### config.mk
export PLATFORM = sky130hd
export DESIGN_NAME = crc16_frame_ctrl
export DESIGN_NICKNAME = d
export VERILOG_FILES = /design/src/rtl/crc16_frame_ctrl.sv
export SDC_FILE = /design/constraint.sdc
export NUM_CORES = 1
export LEC_CHECK = 0
export BUFFER_PORTS_ARGS = -buffer_cell sky130_fd_sc_hd__buf_4
export CAP_MARGIN = 20
export CORE_MARGIN = 4
export CORE_UTILIZATION = 45
export DETAILED_ROUTE_END_ITERATION = 8
export GPL_ROUTABILITY_DRIVEN = 0
export PLACE_DENSITY_LB_ADDON = 0.25
export SETUP_SLACK_MARGIN = 0.3
export SYNTH_ARGS = -nofsm -noshare
export SYNTH_HDL_FRONTEND = slang
export SYNTH_SLANG_ARGS = --single-unit
### constraint.sdc
create_clock -name Clk -period 1.38 [get_ports Clk]
set_input_delay 0.069 -clock Clk [delete_from_list [all_inputs] [get_ports Clk]]
set_output_delay 0.069 -clock Clk [all_outputs]
set_load 0.02 [all_outputs]
### src/rtl/crc16_frame_ctrl.sv
// crc16_frame_ctrl: byte-fed, bit-serial CRC-16 (x^16+x^15+x^2+1) frame controller.
// Define CRC16_CHECK_EN to add the crc_ok output (zero-residue check on appended CRC).
module crc16_frame_ctrl #(
    parameter logic [15:0] SEED = 16'h0000
) (
    input  logic        Clk,
    input  logic        R,
    input  logic [7:0]  s_data,
    input  logic        s_valid,
    input  logic        s_last,
    output logic        s_ready,
    output logic [15:0] crc_out,
    output logic        crc_valid,
    input  logic        crc_ready,
`ifdef CRC16_CHECK_EN
    output logic        crc_ok,
`endif
    output logic        busy
);
    typedef enum logic [1:0] {IDLE, SHIFT, DONE} state_t;

    state_t      state, state_nx;
    logic [15:0] c;
    logic [15:0] c_nx;
    logic [7:0]  sbuf;
    logic [2:0]  cnt;
    logic        last_q;
    logic        first_q;
    logic        fb;

    // one CRC step: feedback bit is the incoming message bit xor c15, fed to taps 0, 2 and 15
    always_comb begin
        fb   = sbuf[7] ^ c[15];
        c_nx = {c[14:0], fb} ^ (fb ? 16'h8004 : 16'h0000);
    end

    // next state and handshake outputs
    always_comb begin
        state_nx  = state;
        s_ready   = (state == IDLE);
        crc_valid = (state == DONE);
        busy      = (state != IDLE);
        crc_out   = c;
        case (state)
            IDLE:    state_nx = s_valid ? SHIFT : IDLE;
            SHIFT:   state_nx = (cnt == 3'd7) ? (last_q ? DONE : IDLE) : SHIFT;
            DONE:    state_nx = crc_ready ? IDLE : DONE;
            default: state_nx = IDLE;
        endcase
    end

    // state, CRC register, byte buffer, bit counter and frame-start flag
    always_ff @(posedge Clk or negedge R) begin
        if (!R) begin
            state   <= IDLE;
            c       <= SEED;
            sbuf    <= 8'h00;
            cnt     <= 3'd0;
            last_q  <= 1'b0;
            first_q <= 1'b1;
        end else begin
            state <= state_nx;
            if (state == IDLE && s_valid) begin
                sbuf    <= s_data;
                last_q  <= s_last;
                cnt     <= 3'd0;
                first_q <= 1'b0;
                if (first_q)
                    c <= SEED;
            end else if (state == SHIFT) begin
                c    <= c_nx;
                sbuf <= {sbuf[6:0], 1'b0};
                cnt  <= cnt + 3'd1;
            end else if (state == DONE && crc_ready) begin
                first_q <= 1'b1;
            end
        end
    end

`ifdef CRC16_CHECK_EN
    assign crc_ok = (c == 16'h0000) && crc_valid;
`endif

endmodule

==> results.json <==
{
  "nFillCells": 179,
  "number_of_synthesized_flops_with_an_enable_pin": 0,
  "postLayoutCellArea_um2": 1910,
  "tritoncts.num_buffers": 5,
  "sink_of_the_worst_hold_path": "state[0]$_DFF_PN0_",
  "endpoint_kind_of_the_worst_setup_timing_path": "flop",
  "p_int_uw": 2820,
  "critPathTopFamily": "flip-flops",
  "hold_viol_final": 0,
  "drt-wirelength-per-cell_um": 15.5,
  "route.detailed.drc": 0,
  "seqPwrFrac_pct": 35.6,
  "aggregate_negative_setup_slack_ns": 0,
  "setup_repair_after_global_routing_missed_its_margin": "yes",
  "antennaDiodeCount": 0,
  "mostFrequentLayoutCells": "buf_4 (38), dfrtp_1 (29), nand2_1 (22)",
  "number_of_nets_in_the_synthesized_netlist": 122,
  "vias_per_cell": 5.22,
  "hold_path.class": "in2reg",
  "max_cap_violations": 0,
  "post_synth_num_cell_types": 26,
  "max_freq_ghz": 0.772,
  "area.sequential_um2": 778,
  "switchingPower_uw": 1740,
  "num-nets-final": 181,
  "multi_input_comb_area_um2": 528,
  "gr-usage-met1_pct": 22.6,
  "ys_async_sr_fraction_pct": 100,
  "first_global_vias": 1053,
  "total_routing_usage_reported_by_global_routing_pct": 18.7,
  "route.antenna.remaining_nets": 0,
  "report.power.total_uw": 4560,
  "dieArea_um2": 3730,
  "met2_usage_pct": 29.9,
  "synth_area_um2": 1270,
  "utilization_pct": 73.9,
  "p_comb_share_pct": 51.0,
  "synthesis.instances": 107,
  "cts-root-to-sink-buffers": 2,
  "synth_top_flop_cell": "dfrtp_1",
  "initialDrtViolationCount": 25,
  "insertion_delay_ns": 0.34,
  "number_of_antenna_violations_at_the_first_check_in_global_routing": 0,
  "drt_pre_antenna_iters": 4,
  "dieWidth_um": 61.0,
  "ir_drop_v": 0.00188,
  "slew-limit-headroom_pct": 74.1,
  "wl_um": 3050,
  "critPathMaxFanout": 3,
  "crit-reg2reg-capture": "last_q$_DFFE_PN0P_",
  "power.leakage_uw": 0.000952,
  "timing.critical_path.slowest_stage_cell": "dfrtp_1",
  "timing.final.max_slew_violations": 0,
  "ios": 32,
  "worst_setup_hold_path_clk_slew_ns": 0.08,
  "launching_element_type_of_the_critical_path": "flop",
  "clock_tree_from_tritoncts": "yes",
  "switching_share_pct": 38.3,
  "cp.required_ns": 1.60,
  "ctsRootBufferMaster": "clkbuf_4",
  "hold_path.startpoint": "s_valid",
  "final.setup_skew_ns": 0.0113,
  "worstMarginPinSlew_ns": 0.388,
  "postSynthRegisterBits": 31,
  "layout_commonest_cell": "buf_4",
  "cts_sinks": 31,
  "rows": 18,
  "dpl_cell_area_um2": 1580,
  "worst-r2r-cell-count": 3,
  "wire_length_of_the_first_global_routing_pass_um": 4890,
  "status": "completed",
  "synthesis.area_per_instance_um2": 11.8,
  "critical_path_arrival_ns": 1.51,
  "timing.critical_path.slowest_cell_delay_ns": 0.42,
  "worst-setup-path-type": "reg2reg",
  "post_route_cells_drive_above_1_share_pct": 43.1,
  "reg2reg_from": "state[0]$_DFF_PN0_",
  "synth_sequential_area_ratio_pct": 61.4,
  "dp_hpwl_um": 1840,
  "cp.buffers_inverters": 1,
  "timing.final.crit_period_ns": 1.30,
  "worst_hold_slack_across_all_endpoints_ns": 0.0364,
  "timing.hold.worst_path_depth": 3,
  "finalSetupViolations": 0,
  "worstPathCellList": "buf_6, nor3b_2, mux2_2",
  "chipHeight_um": 61.0,
  "power_per_cell_area_nw_per_um2": 2380,
  "floorplan.initialDensity_pct": 48.9,
  "yosys_warnings": 0,
  "groute.layer.met3.usage_pct": 7.34,
  "busiest_layer": "met2",
  "clkPwrFrac_pct": 13.4,
  "globalRoute.totalOverflow": 0,
  "final_min_period_over_clock_period_pct": 93.9,
  "design.core.area_um2": 2590,
  "reg2reg_slack_ns": 0.08,
  "total_number_of_vias": 1028,
  "pin_count_of_the_biggest_net_entering_global_routing": 32,
  "portBuffers": 31,
  "area_growth_pct": 51.2,
  "cts-htree-levels": 2
}
cells in the mapped netlist, types with 2 or more instances:
cell type	count	share of area (%)
inv_1	2	0.59
ha_1	2	2.0
dfrtp_1	30	59
o21ai_0	5	2.0
a22o_1	16	11
nand2_1	22	6.5
xor2_1	2	1.4
buf_2	4	1.6
a22oi_1	7	4.2
how the worst max path moves through the flow:
stage	slack, ns	cells past startpoint	startpoint	end
2_1_floorplan	0.08	5	first_q$_DFFE_PN1P_	crc_out[14]$_DFFE_PN0P_
3_3_place_gp	-0.02	3	first_q$_DFFE_PN1P_	crc_out[15]$_DFFE_PN0P_
3_5_place_dp	-0.06	3	first_q$_DFFE_PN1P_	crc_out[15]$_DFFE_PN0P_
4_1_cts	0.08	3	state[0]$_DFF_PN0_	crc_valid
5_1_grt	0.01	3	state[0]$_DFF_PN0_	crc_valid
6_report	0.08	3	state[0]$_DFF_PN0_	last_q$_DFFE_PN0P_
worst reg2reg max path: cells and delay by family (launching register included):
| family | cells | cell delay, ns |
|---|---|---|
| muxes | 1 | 0.37 |
| DFF | 1 | 0.42 |
| buffers and inverters | 1 | 0.14 |
| and+or+nand+nor | 1 | 0.26 |
power groups by stage:
stage | Clock, uW | Sequential, uW | Combinational [uW]
after floorplan | 0 | 1840 | 1120
after global placement | 0 | 1620 | 1880
after detailed placement | 0 | 1630 | 1930
after CTS | 619 | 1620 | 2190
after global routing | 658 | 1680 | 2540
final | 609 | 1620 | 2330
area by class of cell:
type | instances | share of cell area (%)
Timing Repair Buffer | 57 | 25.8
Sequential cell | 31 | 40.7
Tap cell | 30 | 1.96
Inverter | 2 | 0.392
Clock buffer | 8 | 3.59
Multi-Input combinational cell | 69 | 27.6
logic make-up (layout without fill, tap and decap cells):
logic type / count (synthesis) / after routing / synth area share (%)
and+or+nand+nor: 30 / 31 / 10.4
DFF: 31 / 31 / 61.4
buffers and inverters: 8 / 67 / 3.66
xor gates and xnor gates: 3 / 3 / 2.08
AOI/OAI and AO/OA: 32 / 32 / 19.7
muxes: 1 / 1 / 0.889
adders and majority gates: 2 / 2 / 1.98
timing repair:
action                                  in CTS  in global routing
endpoints found under the hold margin       41                  0
pin swaps                                   14                  3
cloned                                       1                  0
hold buffers                                11                  0
endpoints found under the setup margin      34                 35
gates resized for setup                     16                  6
buffers inserted                             5                  4
registers in the layout, summed over array words and instances (netlist names):
register,cells
crc_out,16
cnt,3
last_q,1
first_q,1
state,2
sbuf,8
stage by stage:
| stage | std cells | worst slack [ns] |
|---|---|---|
| 2_1_floorplan | 107 | 0.0848 |
| 3_3_place_gp | 168 | -0.0247 |
| 3_5_place_dp | 168 | -0.0562 |
| 4_1_cts | 193 | 0.0779 |
| 5_1_grt | 197 | 0.0118 |
| 6_report | 197 | 0.0846 |
per-layer routing:
layer  wire [um]  vias to the layer above
met5           0                        -
met1        1310                      490
li1            -                      502
met3         168                        9
met2        1500                       27
met4          67                        0
Note: power is estimated with default switching activity, not from simulation.
